`config.mk`:
```
export PLATFORM = sky130hd
export DESIGN_NAME = serial_adder_ctrl
export DESIGN_NICKNAME = d
export VERILOG_FILES = /design/src/rtl/serial_adder_ctrl.sv
export SDC_FILE = /design/constraint.sdc
export NUM_CORES = 1
export LEC_CHECK = 0
export BUFFER_PORTS_ARGS = -buffer_cell sky130_fd_sc_hd__buf_4
export CAP_MARGIN = 40
export CORE_ASPECT_RATIO = 2
export CORE_UTILIZATION = 55
export DETAILED_ROUTE_END_ITERATION = 8
export GPL_TIMING_DRIVEN = 0
export PLACE_DENSITY = 0.79
export SLEW_MARGIN = 20
export SYNTH_ARGS = -nofsm -noshare
export SYNTH_HDL_FRONTEND = slang
export SYNTH_SLANG_ARGS = --single-unit
```
`constraint.sdc`:
```
create_clock -name clk -period 3.45 [get_ports clk]
set_input_delay 1.035 -clock clk [delete_from_list [all_inputs] [get_ports clk]]
set_output_delay 1.035 -clock clk [all_outputs]
set_load 0.01 [all_outputs]
```
`src/rtl/serial_adder_ctrl.sv`:
```
// ---------------------------------------------------------------------------
// serial_adder_ctrl
//
// Purpose: adds (or subtracts) two WIDTH-bit operands four bits per clock.
// A single 4-bit adder slice is reused: each RUN cycle processes one nibble,
// least significant first. The carry between slices is held in a register.
// Subtraction is done as a + ~b + 1.
//
// Ports:
//   clk      - system clock, rising edge
//   rst      - asynchronous, active-high reset
//   start    - request pulse, accepted in IDLE or DONE
//   sub      - 0 = add, 1 = subtract (a - b); sampled at accept
//   carry_in - initial carry for add (ignored for subtract); sampled at accept
//   a, b     - operands; sampled at accept
//   busy     - high while an operation is in progress
//   done     - one-cycle completion strobe
//   sum      - result register, updated only on completion
//   overflow - carry out of the most significant slice (for subtract:
//              1 = no borrow), updated only on completion
// ---------------------------------------------------------------------------
module serial_adder_ctrl #(
  parameter int WIDTH = 16
) (
  input  logic             clk,
  input  logic             rst,
  input  logic             start,
  input  logic             sub,
  input  logic             carry_in,
  input  logic [WIDTH-1:0] a,
  input  logic [WIDTH-1:0] b,
  output logic             busy,
  output logic             done,
  output logic [WIDTH-1:0] sum,
  output logic             overflow
);

  localparam int N    = WIDTH / 4;
  localparam int IDXW = (N > 1) ? $clog2(N) : 1;
  localparam logic [IDXW-1:0] LAST_IDX = IDXW'(N - 1);

  typedef enum logic [1:0] {
    IDLE = 2'd0,
    RUN  = 2'd1,
    DONE = 2'd2
  } state_t;

  state_t            state_q, state_d;
  logic [IDXW-1:0]   idx_q, idx_d;
  logic              carry_q, carry_d;
  logic [WIDTH-1:0]  work_q, work_d;
  logic [WIDTH-1:0]  a_q, a_d;
  logic [WIDTH-1:0]  b_q, b_d;
  logic [WIDTH-1:0]  sum_q, sum_d;
  logic              overflow_q, overflow_d;
  logic              busy_q, busy_d;
  logic              done_q, done_d;

  logic [3:0]        a_slice;
  logic [3:0]        b_slice;
  logic [4:0]        slice_res;

  // Select the current nibble of each operand and run it through the
  // shared 4-bit adder slice together with the registered carry.
  always_comb begin
    a_slice = '0;
    b_slice = '0;
    for (int i = 0; i < N; i++) begin
      if (idx_q == IDXW'(i)) begin
        a_slice = a_q[4*i +: 4];
        b_slice = b_q[4*i +: 4];
      end
    end
    slice_res = {1'b0, a_slice} + {1'b0, b_slice} + {4'b0000, carry_q};
  end

  // Next-state logic for the sequencer and its datapath registers.
  always_comb begin
    state_d    = state_q;
    idx_d      = idx_q;
    carry_d    = carry_q;
    work_d     = work_q;
    a_d        = a_q;
    b_d        = b_q;
    sum_d      = sum_q;
    overflow_d = overflow_q;

    case (state_q)
      IDLE, DONE: begin
        if (start) begin
          // Subtraction is a + ~b + 1, so the initial carry is forced to 1.
          a_d     = a;
          b_d     = sub ? ~b : b;
          carry_d = sub ? 1'b1 : carry_in;
          idx_d   = '0;
          work_d  = '0;
          state_d = RUN;
        end else begin
          state_d = IDLE;
        end
      end
      RUN: begin
        for (int i = 0; i < N; i++) begin
          if (idx_q == IDXW'(i)) begin
            work_d[4*i +: 4] = slice_res[3:0];
          end
        end
        carry_d = slice_res[4];
        idx_d   = idx_q + IDXW'(1);
        if (idx_q == LAST_IDX) begin
          // work_d already holds the slice just computed.
          sum_d      = work_d;
          overflow_d = slice_res[4];
          state_d    = DONE;
        end
      end
      default: begin
        state_d = IDLE;
      end
    endcase

    // Status outputs are registered from the next state so they line up
    // with the state they describe.
    busy_d = (state_d == RUN);
    done_d = (state_d == DONE);
  end

  always_ff @(posedge clk or posedge rst) begin
    if (rst) begin
      state_q    <= IDLE;
      idx_q      <= '0;
      carry_q    <= 1'b0;
      work_q     <= '0;
      a_q        <= '0;
      b_q        <= '0;
      sum_q      <= '0;
      overflow_q <= 1'b0;
      busy_q     <= 1'b0;
      done_q     <= 1'b0;
    end else begin
      state_q    <= state_d;
      idx_q      <= idx_d;
      carry_q    <= carry_d;
      work_q     <= work_d;
      a_q        <= a_d;
      b_q        <= b_d;
      sum_q      <= sum_d;
      overflow_q <= overflow_d;
      busy_q     <= busy_d;
      done_q     <= done_d;
    end
  end

  assign busy     = busy_q;
  assign done     = done_q;
  assign sum      = sum_q;
  assign overflow = overflow_q;

endmodule

```
==> results_dict.tcl, run 1 <==
set metrics [dict create \
    status "completed" \
    hold_violations 0 \
    dpl.cell_count 450 \
    finalNetCount 446 \
    ys_seq_area_share_pct 53.4 \
    finalSetupViolCount 0 \
    dp.final_hpwl_mm 5.45 \
    antenna_found_initial 0 \
    clk_pin_slew_ns 0.07 \
    dr.pass1.iters 4 \
    cts_root_buffer "clkbuf_8" \
    gp_congestion 0.862 \
    setup-tns-final_ns 0 \
    worst_setup_path_end_kind "flop" \
    clock_skew_ns 0.00903 \
    p_leak_nw 1.91 \
    cts.path.max_buffers 2 \
    drive_above_1_share_pct 21.2 \
    hold_start "a_q[6]" \
    cts_tree "built" \
    multi_input_area_um2 1390 \
    antenna_cells 0 \
    yosys_warnings 0 \
    layout_setup_ws_ns 0.223 \
    grt_pass1_wl_mm 11.7 \
    grt_max_degree 40 \
    via_per_inst 5.63 \
    synthFlopType "dfrtp_1" \
    hold_path_depth 2 \
    met3_usage_pct 3.41 \
    clkLatencyLatePin_ns 0.36 \
    placed_area_um2 3690 \
    synthTopCellsByCount "96 x nand2_1, 68 x dfrtp_1, 44 x o21ai_0" \
    die_w_um 55.8 \
    fmax_mhz 310 \
    reg2reg_depth 13 \
    async_reset_ff_share_pct 100 \
    core_um2 5520 \
    grtUsageMet2_pct 48.5 \
    synth_top_area_share_pct 53.4 \
    htree_levels 3 \
    peakVddDrop_uv 711 \
    synth_cell_types 28 \
    grt_pass1_vias 2639 \
    r2r-end "carry_q" \
    drc 0 \
    worst-path-max-fanout 7 \
    r2r-start "idx_q[0]" \
    die_h_um 110 \
    ant_nets 0 \
    period_share_pct 93.5 \
    seq_area_um2 1700 \
    rsz0062_at_grt "false" \
    hold_buffers 0 \
    synth_area_per_cell_um2 9.52 \
    synthesis.area_um2 3190 \
    cts_made_buffers 9 \
    ys_top_cells_by_area "dfrtp_1 53%, nand2_1 11%, o21ai_0 6.9%" \
    critPathLaunchType "flop" \
    fillers 451 \
    yosysMostFrequentCell "nand2_1" \
    yosys.area.top_type "dfrtp_1" \
    path_cells "inv_1, ha_1, nor2b_1, clkbuf_1, a221oi_2, nor3_1, a21oi_1, fa_1, inv_1, fa_1, a21o_2, a21oi_1, o221ai_1" \
    groute.layer.met1.usage_pct 24.3 \
    synth_edf_count 0 \
    postCtsSetupRepairBufs 0 \
    syn_to_final_growth_pct 23.2 \
    layout_min_cycle_time_ns 3.23 \
    slowest_stage "fa_1" \
    slew_violations 0 \
    whs_endpoint "a_q[6]" \
    drv_cap 0 \
    fp-row-count 38 \
    hold_path_class "reg -> reg" \
    synth_fp_nets 381 \
    critPathKind "reg -> reg" \
    clock_sinks 68 \
    required_ns 3.66 \
    stdcell_count 465 \
    dieArea_um2 6130 \
    fin_area_um2 3930 \
    io_pins 56 \
    max_stage_delay_ns 0.43 \
    overflow 0 \
    crit_arrival_ns 3.43 \
    first_iter_violations 109 \
    vias 2617 \
    grt_usage_pct 25.7 \
    rrSetupSlack_ns 0.22 \
    power_density_nw_per_um2 1080 \
    wirelength_mm 7.12 \
    slew_headroom_pct 56.3 \
    synth-seq-cells 68 \
    postSynthCellCount 335 \
    wire_per_inst_um 15.3 \
    worst_slew_pin_slew_ns 0.649 \
    start_util_pct 57.8 \
    grt_busiest_layer "met2" \
    dp_slack_ns -0.0926 \
    io_buffer_count 54 \
]
timing repair:
action,in CTS,in global routing
gates resized for setup,4,2
pin swaps,0,1
setup endpoints to repair,9,13
power breakdown:
group	switching [W]	internal [W]
Combinational	0.00125	0.000929
Sequential	0.000198	0.00115
Clock	0.000296	0.000423
per-layer routing:
layer  vias to the layer above  routed length (µm)  share of wire (%)
met5                         -                   0                  0
met4                         0                 417                5.9
met3                        27                 221                3.1
met2                        68                4030                 57
met1                      1271                2450                 34
li1                       1251                   -                  -
sequential cells by signal, indices dropped and copies added, names as in the netlist:
register  count
done          1
a_q          16
busy          1
carry_q       1
sum          16
overflow      1
state_q       2
work_q       12
b_q          16
idx_q         2
per-stage QoR:
| stage | hold WS (ns) | total power, W | util [%] |
|---|---|---|---|
| 2_1_floorplan | 0.446 | 0.00280 | - |
| 3_3_place_gp | 0.459 | 0.00340 | 66.5 |
| 3_5_place_dp | 0.463 | 0.00347 | 66.9 |
| 4_1_cts | 0.479 | 0.00424 | 71.1 |
| 5_1_grt | 0.496 | 0.00456 | 71.3 |
| 6_report | 0.474 | 0.00425 | 71.3 |
cells by family (layout without fill, tap and decap cells):
family                     after synthesis  count (layout)  synth area share [%]
DFF                                     68              68                  53.4
muxes                                    4               4                  1.41
AOI/OAI and AO/OA                       79              79                  15.7
buffers and inverters                   32             102                  3.96
xor gates and xnor gates                17              17                  4.67
and+or+nand+nor                        126             126                  16.9
adders and majority gates                9               9                  4.00
placed cells by master (no fill, tap or decap), drive strengths merged:
cell type  count
dfrtp         68
nand2b         5
buf           60
a31oi          3
and3b          1
fa             2
xnor2         17
and2           1
a22o           6
mux2i          3
a32o           6
nor3           2
mux2           1
or3            1
clkbuf        30
clkinv         3
a221oi         7
inv            7
o31ai          5
a21o           2
nor2           6
o21ai         44
bufinv         2
o221ai         1
nand3b         1
ha             7
nand3          3
a21oi          5
nand2         96
nor2b         10
worst max-delay path by stage:
stage	slack, ns	startpoint	cells after the start	end
after detailed placement	-0.09	idx_q[0]	11	work_q[7]
after CTS	0.06	idx_q[0]	11	work_q[7]
after global routing	0.02	idx_q[0]	10	work_q[7]
final	0.22	idx_q[0]	13	carry_q
after floorplan	0.51	idx_q[0]	11	sum[15]
after global placement	-0.04	rst	2	sum[11]
critical path: cells and delay by family, from the launching register on:
kind	cells	cell delay, ns
AND/OR/NAND/NOR	2	0.23
buffers and inverters	3	0.35
adder cells (fa/ha/maj)	3	0.90
flip-flops	1	0.41
AO/OA/AOI/OAI	5	1.19
layout make-up:
type                            count  share of cell area [%]
Sequential cell                    68                    43.3
Multi-Input combinational cell    235                    35.2
Timing Repair Buffer               55                    10.8
Clock buffer                       11                    3.60
Buffer                             24                    2.48
Clock inverter                      5                    1.91
Tap cell                           60                    1.91
Inverter                            7                   0.732
No activity file was read; power rests on OpenSTA's default activity.
==> run 2, diff against run 1 <==
--- a/config.mk
+++ b/config.mk
@@ -8,10 +8,11 @@
 export BUFFER_PORTS_ARGS = -buffer_cell sky130_fd_sc_hd__buf_4
 export CAP_MARGIN = 40
 export CORE_ASPECT_RATIO = 2
-export CORE_UTILIZATION = 55
+export CORE_UTILIZATION = 58
+export CTS_BUF_LIST = sky130_fd_sc_hd__clkbuf_8
 export DETAILED_ROUTE_END_ITERATION = 8
 export GPL_TIMING_DRIVEN = 0
-export PLACE_DENSITY = 0.79
+export PLACE_DENSITY = 0.82
 export SLEW_MARGIN = 20
 export SYNTH_ARGS = -nofsm -noshare
 export SYNTH_HDL_FRONTEND = slang
==> run 2 against run 1 <==
  * Hold slack gained 0.0032 ns
  * Combinational power about the same
  * Non-clock buffer count stayed put
  * First-iteration DRC count is 51% lower
  * Clock-buffer cell count rose by 1
  * Design area fell by 1.1%
  * Flip-flop and latch count did not move
  * Sequential share of layout area rose by 0.46 points
  * Global-route usage up 3.4 points
  * Wire length decreased by 0.51%
  * Critical path depth unchanged
  * Critical path type unchanged
  * Critical endpoint is now work_q[10]
==> results_dict.tcl, run 2 (synthesized netlist as in run 1, its figures left out) <==
set metrics [dict create \
    layout_common_cells "96 x nand2_1, 68 x dfrtp_1, 54 x buf_4" \
    dp.final_hpwl_mm 5.45 \
    p_total_w 0.00411 \
    start_util_pct 61.0 \
    wire_per_inst_um 15.3 \
    reg2reg_depth 13 \
    placed_area_um2 3700 \
    fmax_mhz 300 \
    worst-path-max-fanout 7 \
    cts_tree "built" \
    antenna_found_initial 0 \
    vias 2581 \
    layout_min_cycle_time_ns 3.34 \
    layout_setup_ws_ns 0.115 \
    grt_pass1_wl_mm 11.8 \
    dr.pass1.iters 4 \
    io_buffer_count 54 \
    first_iter_violations 53 \
    htree_levels 3 \
    cts.path.max_buffers 2 \
    slew_violations 0 \
    final_common_cell "nand2_1" \
    hold_path_depth 2 \
    path_cells "inv_1, ha_1, nor2b_1, clkbuf_1, a221oi_1, nor3_1, a21oi_1, fa_1, inv_1, fa_1, xnor2_2, nor2_1, a22o_1" \
    finalSetupViolCount 0 \
    grt_max_degree 48 \
    antenna_cells 0 \
    dp_slack_ns -0.0529 \
    wirelength_mm 7.08 \
    critPathLaunchType "flop" \
    period_share_pct 96.7 \
    clkLatencyLatePin_ns 0.35 \
    hold_violations 0 \
    power_density_nw_per_um2 1060 \
    cts_made_buffers 9 \
    max_stage_delay_ns 0.47 \
    whs_endpoint "sum[1]" \
    die_w_um 54.4 \
    ant_nets 0 \
    slew_headroom_pct 56.2 \
    required_ns 3.69 \
    via_per_inst 5.57 \
    clk_pin_slew_ns 0.07 \
    fp-row-count 37 \
    finalNetCount 446 \
    drive_above_1_share_pct 20.2 \
    dieArea_um2 5820 \
    syn_to_final_growth_pct 21.9 \
    worst_setup_path_end_kind "flop" \
    p_leak_nw 1.90 \
    peakVddDrop_uv 740 \
    cpLargestDelayFamily "compound AO/OA/AOI/OAI gates" \
    rrSetupSlack_ns 0.11 \
    final_util_pct 74.3 \
    die_h_um 107 \
    r2r-end "work_q[10]" \
    slowest_stage "a221oi_1" \
    drc 0 \
    overflow 0 \
    status "completed" \
    r2r-start "idx_q[0]" \
    io_pins 56 \
    worst-path-buf-inv 3 \
    fin_area_um2 3890 \
    core_um2 5230 \
    cts_root_buffer "clkbuf_8" \
    hold_start "sum[1]" \
    clock_skew_ns 0.00849 \
    grt_usage_pct 29.1 \
    drv_cap 0 \
    clock_sinks 68 \
    worst_slew_pin_slew_ns 0.650 \
    setup-tns-final_ns 0 \
    crit_arrival_ns 3.58 \
    grt_pass1_vias 2684 \
    critPathKind "reg -> reg" \
    gp_congestion 0.874 \
    hold_path_class "reg -> reg" \
    rsz0062_at_grt "false" \
]
run 2: layer usage:
metal,routed length [µm],up-vias,global-route usage [%]
li1,-,1261,-
met1,2480,1218,28.9
met2,3970,74,48.9
met3,239,28,6.24
met4,393,0,22.0
met5,0,-,0
run 2: where the power goes:
part | internal [W] | leakage [nW] | switching, W
Combinational | 0.000922 | 0.940 | 0.00125
Clock | 0.000311 | 0.106 | 0.000283
Sequential | 0.00115 | 0.857 | 0.000196
run 2: layout make-up:
type,instances,area [µm²]
clock buffer,12,165
tap,58,72.6
buffer,24,97.6
sequential,68,1700
fill,399,1340
multi-input combinational,235,1370
clock inverter,4,16.3
inverter,7,28.8
timing repair buffer,55,433
run 2: what timing repair did:
action / CTS / global route
setup endpoints to repair: 5 / 13
hold buffers: 0 / 0
buffers inserted: 0 / 0
gates resized for setup: 1 / 4
run 2: worst max-delay path by stage:
stage                     startpoint         end  slack (ns)  cells past startpoint
after floorplan             idx_q[0]     sum[15]        0.51                     11
after global placement           rst        busy       -0.03                      2
after detailed placement    idx_q[0]     sum[15]       -0.05                     11
after CTS                   idx_q[0]     sum[15]        0.01                     11
after global routing        idx_q[0]   work_q[6]       0.005                     13
final                       idx_q[0]  work_q[10]        0.11                     13
run 2: worst min-delay path: cells and delay by family (launching register included):
kind               cells  cell delay (ns)
AOI/OAI and AO/OA      1             0.05
DFF                    1             0.34
and+or+nand+nor        1             0.04
run 2: per-stage QoR:
step           hold slack, ns  instances
2_1_floorplan           0.446        335
3_3_place_gp            0.459        447
3_5_place_dp            0.464        448
4_1_cts                 0.480        464
5_1_grt                 0.507        463
6_report                0.477        463
==> run 3, diff against run 2 <==
==> constraint.sdc (replaced) <==
create_clock -name clk -period 3.8 [get_ports clk]
set_input_delay 1.14 -clock clk [delete_from_list [all_inputs] [get_ports clk]]
set_output_delay 1.14 -clock clk [all_outputs]
set_load 0.01 [all_outputs]
==> run 3 against run 2 <==
  * Sequential share of layout area increased by 0.056 points
  * Largest power group unchanged
  * Maximum frequency down 4.0%
  * Clock-buffer cell count unchanged
  * Combinational power shrank 11%
  * Largest cell class unchanged
==> results_dict.tcl, run 3 (synthesized netlist as in run 1, its figures left out) <==
set metrics [dict create \
    required_ns 4.04 \
    peakVddDrop_uv 666 \
    rrSetupSlack_ns 0.33 \
    io_buffer_count 54 \
    ant_nets 0 \
    hold_violations 0 \
    clock_sinks 68 \
    core_um2 5230 \
    dp.final_hpwl_mm 5.45 \
    finalNetCount 447 \
    clk_pin_slew_ns 0.07 \
    worst_slew_pin_slew_ns 0.685 \
    period_share_pct 91.4 \
    rsz0062_at_grt "false" \
    antenna_cells 0 \
    fmax_mhz 288 \
    via_per_inst 5.57 \
    slew_violations 0 \
    drc 0 \
    grt_pass1_wl_mm 11.8 \
    dr.pass1.iters 4 \
    overflow 0 \
    die_w_um 54.4 \
    hold_path_class "reg -> reg" \
    multi_input_area_um2 1370 \
    cts.path.max_buffers 2 \
    io_pins 56 \
    syn_to_final_growth_pct 21.8 \
    wire_per_inst_um 15.3 \
    r2r-start "idx_q[0]" \
    finalSetupViolCount 0 \
    crit_arrival_ns 3.71 \
    dieArea_um2 5820 \
    grt_pass1_vias 2677 \
    fp-row-count 37 \
    hold_start "sum[2]" \
    r2r-end "sum[15]" \
    clock_skew_ns 0.00950 \
    cts_tree "built" \
    start_util_pct 61.0 \
    gp_congestion 0.874 \
    cts_made_buffers 9 \
    slowest_stage "clkbuf_1" \
    layout_setup_ws_ns 0.326 \
    wirelength_mm 7.08 \
    htree_levels 3 \
    drv_cap 0 \
    antenna_found_initial 0 \
    fin_area_um2 3880 \
    critPathKind "reg -> reg" \
    seq_area_um2 1700 \
    worst-path-max-fanout 10 \
    slew_headroom_pct 53.8 \
    p_leak_nw 1.90 \
    placed_area_um2 3700 \
    grt_max_degree 48 \
    whs_endpoint "sum[2]" \
    layout_min_cycle_time_ns 3.47 \
    dp_slack_ns 0.297 \
    postCtsSetupRepairBufs 0 \
    path_cells "inv_1, ha_1, clkbuf_1, clkbuf_1, a221oi_1, o31ai_1, ha_1, and3b_1, or3_4, and2_4, mux2_4" \
    power_density_nw_per_um2 954 \
    worst-path-buf-inv 3 \
    fillers 398 \
    grt_usage_pct 29.0 \
    layout_common_cells "96 x nand2_1, 68 x dfrtp_1, 54 x buf_4" \
    status "completed" \
    critPathLaunchType "flop" \
    cpLargestDelayFamily "buffers and inverters" \
    clkLatencyLatePin_ns 0.35 \
    cts_root_buffer "clkbuf_8" \
    hold_path_depth 2 \
    drive_above_1_share_pct 19.7 \
    max_stage_delay_ns 0.43 \
    vias 2583 \
    die_h_um 107 \
    final_common_cell "nand2_1" \
    worst_setup_path_end_kind "flop" \
    setup-tns-final_ns 0 \
    reg2reg_depth 11 \
    first_iter_violations 78 \
]
==> run 3: cell count changes in the layout (fill, tap and decap cells not counted) <==
| cell | before | now |
|---|---|---|
| clkbuf_1 | 18 | 20 |
| clkbuf_2 | 1 | 0 |
| o21ai_0 | 43 | 44 |
| o21ai_1 | 1 | 0 |
| xnor2_1 | 16 | 17 |
| xnor2_2 | 1 | 0 |
==> run 3: worst max path at each step <==
| stage | start | end | slack, ns | cells after the start |
|---|---|---|---|---|
| after floorplan | idx_q[0] | sum[15] | 0.86 | 11 |
| final | idx_q[0] | sum[15] | 0.33 | 11 |
| after CTS | idx_q[0] | sum[15] | 0.27 | 11 |
| after global routing | idx_q[0] | work_q[7] | 0.1 | 11 |
| after detailed placement | idx_q[0] | sum[15] | 0.30 | 11 |
| after global placement | rst | busy | 0.22 | 2 |
==> run 3: area by class of cell <==
class | count | share of cell area [%]
inverters | 7 | 0.741
flip-flops and latches | 68 | 43.8
well taps | 58 | 1.87
clock buffers | 12 | 4.25
plain buffers | 25 | 2.58
multi-input cells | 235 | 35.2
clock inverters | 4 | 0.419
repair buffers | 55 | 11.1
==> run 3: timing repair <==
item	in CTS	in global routing
hold buffers	0	0
resized for setup	0	1
setup endpoints to repair	0	1
endpoints found under the hold margin	0	0
==> run 3: stage by stage <==
stage	cells	utilization, %	total power (W)	hold WS [ns]
final	464	74.2	0.00370	0.479
after global routing	464	74.2	0.00402	0.507
after CTS	464	74.1	0.00371	0.480
after detailed placement	448	70.7	0.00316	0.464
after global placement	447	70.1	0.00309	0.459
after floorplan	335	-	0.00255	0.446
==> run 3: where the power goes <==
group	internal, W	switching [W]
Sequential	0.00105	0.000177
Combinational	0.000813	0.00113
Clock	0.000282	0.000256
Total	0.00214	0.00156
==> run 3: worst reg2reg max path, stage by stage (launching register included) <==
cell and delay, ns:
dfrtp_1 0.42, inv_1 0.10, ha_1 0.14, clkbuf_1 0.40
clkbuf_1 0.43, a221oi_1 0.13, o31ai_1 0.43, ha_1 0.31
and3b_1 0.18, or3_4 0.39, and2_4 0.19, mux2_4 0.25
==> run 3: metal layers <==
layer / up-vias / share of wire, % / GRT usage (%)
li1: 1258 / - / -
met1: 1218 / 34 / 29.0
met2: 81 / 57 / 49.0
met3: 26 / 3.3 / 6.10
met4: 0 / 5.0 / 21.4
met5: - / 0 / 0
